[config.mk]
export PLATFORM = sky130hd
export DESIGN_NAME = fetch_unit
export DESIGN_NICKNAME = d
export VERILOG_FILES = /design/src/rtl/fetch_unit.sv
export SDC_FILE = /design/constraint.sdc
export NUM_CORES = 1
export LEC_CHECK = 0
export ABC_AREA = 1
export CELL_PAD_IN_SITES_DETAIL_PLACEMENT = 1
export CELL_PAD_IN_SITES_GLOBAL_PLACEMENT = 1
export CORE_MARGIN = 2
export CORE_UTILIZATION = 23
export DETAILED_ROUTE_END_ITERATION = 7
export PLACE_DENSITY_LB_ADDON = 0.1
export SKIP_LAST_GASP = 1
export SYNTH_ARGS = -nofsm -noshare
export SYNTH_HDL_FRONTEND = slang
export SYNTH_SLANG_ARGS = --single-unit
[constraint.sdc]
create_clock -name clk -period 1.5 [get_ports clk]
set_input_delay 0.3 -clock clk [delete_from_list [all_inputs] [get_ports clk]]
set_output_delay 0.3 -clock clk [all_outputs]
set_load 0.1 [all_outputs]
[src/rtl/fetch_unit.sv]
// Instruction fetch stage: owns the program counter, drives the registered program ROM,
// and hands each instruction to the decoder. Supports PC-relative branches, stalls and halt-on-self-branch.
module fetch_unit #(
    parameter int PC_WIDTH     = 6,
    parameter int INSTR_WIDTH  = 20,
    parameter int OFFSET_WIDTH = 8
) (
    input  logic                    clk,
    input  logic                    reset,
    input  logic                    stall,
    input  logic                    pc_rel_branch,
    input  logic [OFFSET_WIDTH-1:0] branch_offset,
    output logic [PC_WIDTH-1:0]     imem_addr,
    input  logic [INSTR_WIDTH-1:0]  imem_data,
    output logic [INSTR_WIDTH-1:0]  instr,
    output logic [5:0]              opcode,
    output logic [PC_WIDTH-1:0]     pc,
    output logic                    instr_valid,
    output logic                    halted
);

    typedef enum logic [1:0] {
        FILL,
        RUN,
        HALT
    } state_t;

    localparam logic [PC_WIDTH-1:0] PC_ONE = PC_WIDTH'(1);

    state_t              state;
    logic [PC_WIDTH-1:0] fpc;
    logic [PC_WIDTH-1:0] target;
    logic                in_run;
    logic                take;

    assign in_run = (state == RUN);
    assign take   = in_run && pc_rel_branch && !stall;
    assign target = pc + branch_offset[PC_WIDTH-1:0];

    // While stalled the ROM re-reads the presented address so instr stays stable.
    assign imem_addr = (in_run && stall) ? pc : fpc;
    assign instr     = imem_data;
    assign opcode    = imem_data[INSTR_WIDTH-1 -: 6];

    always_ff @(posedge clk) begin
        if (reset) begin
            state       <= FILL;
            fpc         <= '0;
            pc          <= '0;
            instr_valid <= 1'b0;
            halted      <= 1'b0;
        end else begin
            case (state)
                FILL: begin
                    pc          <= fpc;
                    fpc         <= fpc + PC_ONE;
                    instr_valid <= 1'b1;
                    state       <= RUN;
                end
                RUN: begin
                    if (stall) begin
                        state <= RUN;
                    end else if (take && (branch_offset == '0)) begin
                        fpc         <= pc;
                        instr_valid <= 1'b0;
                        halted      <= 1'b1;
                        state       <= HALT;
                    end else if (take) begin
                        // The word already in flight from the ROM is dropped by this bubble.
                        fpc         <= target;
                        instr_valid <= 1'b0;
                        state       <= FILL;
                    end else begin
                        pc          <= fpc;
                        fpc         <= fpc + PC_ONE;
                        instr_valid <= 1'b1;
                    end
                end
                HALT: begin
                    state <= HALT;
                end
                default: begin
                    state <= FILL;
                end
            endcase
        end
    end

endmodule
# [Yosys cells after proc, flatten, opt, wreduce, memory -nomap -nowiden]
# Cells that the tools add are included.
[totals] reg_bits=16 inputBits=32 out_inout_bits=40
[classes] add_sub_neg=2 n_eq_ne=6 mux=17 bitwise_logic=1 reduce_logical=11
[op_table] op="two-way mux 6 bit" n=7
[op_table] op="one-hot mux 6 bit (2 select lines)" n=2
[op_table] op="zero test 8 bit" n=1
[op_table] op="adder 6 x 1 -> 6 bit (second input constant)" n=1
[op_table] op="adder 6 bit" n=1
[op_table] op="two-way mux 2 bit" n=3
[op_table] op="inequality test 2 bit (second input constant)" n=3
[op_table] op="one-hot mux 2 bit (3 select lines)" n=1
[op_table] op="logical AND 1 bit" n=4
[op_table] op="inequality test 4 x 2 -> 1 bit (second input constant)" n=1
[op_table] op="AND reduction 4 bit" n=1
[op_table] op="two-way mux 1 bit" n=3
[op_table] op="AND reduction 3 bit" n=1
[op_table] op="equality test 2 x 1 -> 1 bit (second input constant)" n=1
[op_table] op="equality test 2 bit (second input constant)" n=1
[op_table] op="zero test 2 bit" n=1
[op_table] op="one-hot mux 1 bit (2 select lines)" n=1
[op_table] op="AND reduction 2 bit" n=1
[op_table] op="nonzero test 2 bit" n=1
[op_table] op="zero test 1 bit" n=1
[op_table] op="inverter 1 bit" n=1

# [Depth between registers and ports, before layout]
# Gate-level depths: netlist of the first run.
[depth] ltp_word=7 depth_mapped=11 mapped_depth_nobuf=11

# [Least setup slack after synthesis of the first run]
# No wires, ideal clock.
[synth_timing] path_kind="flip-flop to output port" startpoint="register pc[1]" endpoint="output imem_addr[1]" arrival_ns=3.351 required_time_ns=1.200 path_slack_ns=-2.151 path_stages_with_launch=3 path_buffers=0 cell_sequence="dfxtp_1 inv_1 o21ai_0"
[synth_between] elab_chain_cells=1
[synth_rtl] element="start, declared" line="17" rtl="output logic [PC_WIDTH-1:0] pc,"
[synth_rtl] element="start signal, assigned" line="55" rtl="pc <= fpc;"
[synth_rtl] element="start signal, assigned" line="74" rtl="pc <= fpc;"
[synth_rtl] element="two-way mux 6 bit" line="41" rtl="assign imem_addr = (in_run && stall) ? pc : fpc;"
[synth_rtl] element="end, declared" line="13" rtl="output logic [PC_WIDTH-1:0] imem_addr,"
# No other way between the ends.

# [Worst setup path after layout of the first run]
[layout_timing] startpoint="register state[1]" endpoint="output imem_addr[0]"
[layout_between] elab_chain_cells=3
[layout_rtl] element="start, declared" line="30" rtl="state_t state;"
[layout_rtl] element="start signal, assigned" line="47" rtl="state <= FILL;"
[layout_rtl] element="start signal, assigned" line="58" rtl="state <= RUN;"
[layout_rtl] element="start signal, assigned" line="62" rtl="state <= RUN;"
[layout_rtl] element="equality test 2 x 1 -> 1 bit" line="36" rtl="assign in_run = (state == RUN);"
[layout_rtl] element="logical AND 1 bit" line="41"
[layout_rtl] element="two-way mux 6 bit" line="41"
# No other way between the ends.

==> results of run 1 <==
## flip-flops by register name, indices dropped and copies added (netlist names)
signal,cells
fpc,6
pc,6
state,2
halted,1
instr_valid,1
## layer usage
layer	vias to the layer above	track usage
met3	11	0.0180
met2	39	0.234
met1	652	0.182
met4	0	0.0644
met5	-	0
li1	684	-
## layout by cell type, fill, tap and decap left out, drive strengths merged, types with 4 or more instances in the layout
cell type / netlist / final
nand2: 51 / 51
a21oi: 19 / 19
inv: 19 / 19
o21ai: 21 / 21
clkbuf: 3 / 4
clkdlybuf4s50: 0 / 4
nor2: 17 / 17
buf: 28 / 47
dfxtp: 16 / 16
ha: 6 / 6
nand3: 13 / 13
## final cells by class
class | instances | area, sq um | area share
inverter | 20 | 80.1 | 0.0371
timing repair buffer | 58 | 679 | 0.314
sequential | 16 | 345 | 0.160
multi-input combinational | 136 | 925 | 0.428
tap | 72 | 90.1 | 0.0417
clock buffer | 3 | 41.3 | 0.0191
## final timing paths
kind	from	to	slack, ns	depth (start not counted)
worst max-delay path	state[1]	imem_addr[0]	-0.14	8
worst min-delay path	pc_rel_branch	state[0]	0.39	4
worst max register to register	pc[0]	fpc[4]	-0.06	9
worst min register to register	instr_valid	instr_valid	0.51	2
## Yosys cell counts
| library cell | instances |
|---|---|
| inv_1 | 18 |
| inv_2 | 1 |
| buf_4 | 27 |
| buf_6 | 1 |
| xor2_1 | 1 |
| fa_1 | 1 |
| nand2_4 | 1 |
| o21ai_1 | 3 |
| xnor2_1 | 3 |
| nand3_2 | 2 |
| nand2_1 | 49 |
| clkinv_4 | 1 |
| a21oi_2 | 4 |
| or2_2 | 2 |
| clkbuf_2 | 1 |
| dfxtp_1 | 16 |
| nand3_1 | 11 |
| nor2_1 | 16 |
| clkbuf_1 | 2 |
| a21oi_1 | 15 |
| o21ai_0 | 18 |
| nand3b_1 | 2 |
| nand2_2 | 1 |
| ha_1 | 6 |
| nor2_2 | 1 |
## cell families (layout without fill, tap and decap cells)
family	after synthesis	in the layout	synth area share
xor gates and xnor gates	4	4	0.0261
adders and majority gates	7	7	0.0708
and+or+nand+nor	85	85	0.276
AOI/OAI and AO/OA	40	40	0.160
buffers and inverters	51	81	0.228
DFF	16	16	0.239
## where the power goes
part	switching (mW)	internal (mW)	total, mW
registers	0.0492	0.458	0.507
logic	0.496	0.349	0.845
clock network	0.168	0.179	0.347
total	0.713	0.986	1.70
## critical path, cell delays in order (launching register included)
cell and delay, ns:
dfxtp_2 0.33, inv_2 0.04, nand2_2 0.06, inv_2 0.05, nand2_4 0.10, buf_6 0.15
nand2_2 0.07, o21ai_4 0.07, buf_12 0.19
## timing repair
| item | CTS | global route |
|---|---|---|
| pin swaps | 7 | 9 |
| buffers inserted | 1 | 5 |
| hold buffers | 0 | 0 |
| resized for setup | 19 | 23 |
| endpoints found under the setup margin | 17 | 17 |
## metrics by stage
step                       util  instances  setup slack, ns  power, mW  TNS (ns)
final                     0.388        305           -0.138       1.70    -0.927
after global routing      0.388        305           -0.182       1.78     -1.44
after CTS                 0.365        300           -0.156       1.67     -1.03
after detailed placement  0.347        296           -0.574       1.30     -6.92
after global placement    0.347        296           -0.534       1.29     -6.08
after floorplan               -        203           -0.170       1.31     -1.42
==> summary.txt, run 1 <==
Status
  • Outcome: complete, but fails checks
  • Failing checks: negative setup slack

Synthesis
  • Leading area contributor after synthesis: dfxtp_1
  • Syn_area_per_cell: 6.61 sq um
  • Share of the synthesized area in the top cell type: 0.239
  • Netlist cell types: 25
  • Top cells by area, synth: dfxtp_1, buf_4, nand2_1
  • Synth Warn #: 0
  • Register bit total from synthesis: 16
  • Syn nets: 242
  • Post-Synthesis Cells: 203
  • Sequential share of the synthesized area: 0.239
  • Post-synthesis cell area: 0.00134 sq mm

Drt
  • # DRC: 0
  • Post-route ant nets: 0
  • Drt total wl: 4.41 mm
  • Initial DRT Pass Iterations: 4
  • Max layer used: met4
  • Drt initial violations: 31
  • DR WL/cell: 14.5 microns
  • Vias per cell: 4.54
  • Detail Route met3 WL: 236 microns
  • DRT met1 WL: 1.94 mm
  • DR vias: 1,386
  • Met2 WL: 2.14 mm

Flow run
  • Max-Cap Viols: 0

STA
  • Unrepaired setup endpoints after global routing: yes
  • Max_slew headroom: 0.829
  • Layout Skew: 0.00498 ns
  • Fmax: 0.611 GHz
  • Final Max Tran Viols: 0
  • Min Hold Slack: 0.386 ns
  • Worst slew pin tran: 0.257 ns
  • Final Hold Viols: 0
  • Final WS setup: -0.138 ns
  • Final setup vio count: 8
  • Final Cycle Share: 1.09
  • Tmin final: 1.64 ns

Clocking
  • H-tree levels: 1
  • CTS tree: done
  • Skew-Pair Late Insertion Delay: 0.26 ns
  • Clk slew on worst S/H paths: 0.07 ns
  • Clk root buf: clkbuf_8
  • Total CTS buffers: 3
  • Deepest clock path buffer count: 2
  • Clock sinks: 16

Final layout
  • Area grow syn2layout: 61.0%
  • Post-layout net count: 274
  • N_diodes: 0
  • Share of cells above drive strength 1: 0.455
  • Final instance area: 0.00216 sq mm
  • Fillers: 665

Die
  • Core area: 0.00557 sq mm
  • Die area: 0.00646 sq mm
  • Initial Util: 0.241
  • FP Rows: 27
  • Die width: 80.4 microns
  • Die Y: 80.4 microns
  • I/O Pins: 72

Critical path
  • Critical Path AT: 1.34 ns
  • Critical Path Fanout Max: 5
  • Crit Path Category: reg2out
  • Crit. End Element: output pin
  • WP data required: 1.20 ns
  • Worst setup SP type: flop

Placement
  • GPL Wtd Cong: 0.827
  • Dpl hpwl: 3.45 mm
  • Port Buffers: 25
  • Area after DPL: 0.00194 sq mm

Global route
  • All-Layer GR Usage: 0.142
  • Initial antenna violation count: 0
  • Number of global-route vias before repair: 1,466
  • Largest net degree at the start of global routing: 14
  • GR Overflow Total: 0
  • First-pass GRT wire length: 7.07 mm

Pwr
  • Cell Pwr Density: 786 mW/mm^2
  • Static leakage: 0.941 nW
  • Worst IR drop on VDD: 0.296 mV

Worst hold path
  • Hold crit path type: in2reg
Note: power is estimated with default switching activity, not from simulation.
==> inputs of run 2 (changes only) <==
--- a/config.mk
+++ b/config.mk
@@ -12,6 +12,7 @@
 export CORE_UTILIZATION = 23
 export DETAILED_ROUTE_END_ITERATION = 7
 export PLACE_DENSITY_LB_ADDON = 0.1
+export SKIP_CTS_REPAIR_TIMING = 1
 export SKIP_LAST_GASP = 1
 export SYNTH_ARGS = -nofsm -noshare
 export SYNTH_HDL_FRONTEND = slang
==> summary.txt, run 2 (same netlist as run 1, synthesis figures left out) <==
Status
  • Outcome: complete, but fails checks (unchanged)
  • Failing checks: negative setup slack (unchanged)

Critical path
  • Top delay family on crit path: buffers and inverters (unchanged)
  • Critical Path Fanout Max: 5 (unchanged)
  • Number of buffers and inverters on the critical path: 4 (unchanged)
  • Critical Path Most Common Cell: inv_2
  • Crit. End Element: output pin (unchanged)
  • WP data required: 1.20 ns (about the same)
  • Critical path's largest stage delay: 0.32 ns (was 0.33 ns)
  • Crit Path Category: reg2out (unchanged)
  • Critical Path AT: 1.34 ns (about the same)
  • Critical path's slowest cell: dfxtp_2 (unchanged)
  • Worst setup SP type: flop (unchanged)
  • CP cell instances: inv_2 > nand2_2 > inv_2 > nand2_4 > buf_6 > o21ai_4 > buf_12 (was inv_2 > nand2_2 > inv_2 > nand2_4 > buf_6 > nand2_2 > o21ai_4 > buf_12)

Global route
  • Number of global-route vias before repair: 1,463 (was 1,466)
  • Initial antenna violation count: 0 (unchanged)
  • First-pass GRT wire length: 7.07 mm (about the same)
  • Largest net degree at the start of global routing: 14 (unchanged)
  • All-Layer GR Usage: 0.142 (about the same)
  • GR Overflow Total: 0 (unchanged)

STA
  • Final Hold Viols: 0 (unchanged)
  • Max_slew headroom: 0.833 (was 0.829)
  • Final Max Tran Viols: 0 (unchanged)
  • Unrepaired setup endpoints after global routing: yes (unchanged)
  • Tmin final: 1.64 ns (about the same)
  • Worst slew pin tran: 0.251 ns (was 0.257 ns)
  • Final WS setup: -0.138 ns (about the same)
  • Setup TNS: -0.943 ns (was -0.927 ns)
  • Layout Skew: 0.00704 ns (was 0.00498 ns)
  • Final Cycle Share: 1.09 (about the same)
  • Fmax: 0.611 GHz (about the same)
  • Min Hold Slack: 0.507 ns (was 0.386 ns)
  • Final setup vio count: 8 (unchanged)

Placement
  • DP Worst Slack: -0.574 ns (unchanged)
  • Port Buffers: 25 (unchanged)
  • Placed insts: 296 (unchanged)
  • Dpl hpwl: 3.45 mm (unchanged)
  • GPL Wtd Cong: 0.827 (unchanged)

Final layout
  • N_diodes: 0 (unchanged)
  • Seq. cell area: 345 sq um (unchanged)
  • Largest regs: fpc (6), pc (6), state (2) (unchanged)
  • Area grow syn2layout: 60.2% (was 61.0%)
  • Fillers: 661 (was 665)
  • Commonest cells after routing, fill and taps aside: nand2_1, buf_4, buf_12 (unchanged)
  • Post-layout net count: 272 (was 274)
  • Most common cell after layout, fill and taps aside: nand2_1 (unchanged)
  • Final cell count without fillers: 303 (was 305)
  • Multi-input logic area: 923 sq um (was 925 sq um)
  • Share of cells above drive strength 1: 0.455 (about the same)

Flow run
  • Max-Cap Viols: 0 (unchanged)

Die
  • Core area: 0.00557 sq mm (unchanged)
  • Die width: 80.4 microns (unchanged)
  • Initial Util: 0.241 (unchanged)
  • Die Y: 80.4 microns (unchanged)
  • FP Rows: 27 (unchanged)
  • Die area: 0.00646 sq mm (unchanged)
  • I/O Pins: 72 (unchanged)

Drt
  • DR vias: 1,382 (was 1,386)
  • Post-route ant nets: 0 (unchanged)
  • # DRC: 0 (unchanged)
  • Initial DRT Pass Iterations: 4 (unchanged)
  • Vias per cell: 4.56 (was 4.54)
  • Drt initial violations: 42 (was 31)
  • DR WL/cell: 14.6 microns (was 14.5 microns)
  • Drt total wl: 4.44 mm (was 4.41 mm)

Clocking
  • Total CTS buffers: 3 (unchanged)
  • Clk slew on worst S/H paths: 0.07 ns (about the same)
  • Clock sinks: 16 (unchanged)
  • Skew-Pair Late Insertion Delay: 0.26 ns (about the same)
  • Deepest clock path buffer count: 2 (unchanged)
  • CTS tree: done (unchanged)
  • H-tree levels: 1 (unchanged)
  • Clk root buf: clkbuf_8 (unchanged)

Pwr
  • Static leakage: 0.952 nW (was 0.941 nW)
  • Cell Pwr Density: 792 mW/mm^2 (was 786 mW/mm^2)
  • Worst IR drop on VDD: 0.296 mV (about the same)

Worst hold path
  • Hold crit path type: reg2reg (was in2reg)
==> run 2: routing by layer <==
metal / wire length (microns) / GRT usage / vias up / share of wire
met5: 0 / 0 / - / 0
met3: 200 / 0.0180 / 11 / 0.045
met2: 2160 / 0.232 / 35 / 0.49
met4: 90 / 0.0644 / 0 / 0.020
met1: 1980 / 0.185 / 656 / 0.45
li1: - / - / 680 / -
==> run 2: layout make-up <==
class | count | share of cell area
inverter | 20 | 0.0372
tap | 72 | 0.0419
clock buffer | 3 | 0.0192
timing repair buffer | 56 | 0.312
multi-input combinational | 136 | 0.429
sequential | 16 | 0.161
==> run 2: per-stage QoR <==
stage	area [sq um]	power (mW)	util
after CTS	1980	1.65	0.355
after global placement	1940	1.29	0.347
after global routing	2150	1.79	0.386
after detailed placement	1940	1.30	0.347
final	2150	1.70	0.386
after floorplan	1480	1.31	-
==> run 2: power by group <==
part / total [mW] / leakage [nW] / internal [mW] / switching (mW)
logic: 0.848 / 0.794 / 0.350 / 0.499
registers: 0.506 / 0.136 / 0.458 / 0.0485
clock network: 0.348 / 0.0216 / 0.179 / 0.169
total: 1.70 / 0.952 / 0.987 / 0.716
==> run 2: path summary, 6_finish.rpt <==
kind	cells past startpoint	start	end	slack (ns)
min reg2reg	2	instr_valid	instr_valid	0.51
max	7	state[1]	imem_addr[2]	-0.14
min	2	instr_valid	instr_valid	0.51
max reg2reg	11	pc[0]	fpc[2]	-0.07
==> run 2: worst reg2reg max path: stages (launching register included) <==
cell and delay (ns):
dfxtp_4 0.37, ha_4 0.14, inv_2 0.03, fa_2 0.32, inv_2 0.08, or2_4 0.11
nand3_2 0.04, o21ai_1 0.07, nand2_1 0.07, nand2_1 0.08, nand2_1 0.07, a21oi_2 0.13
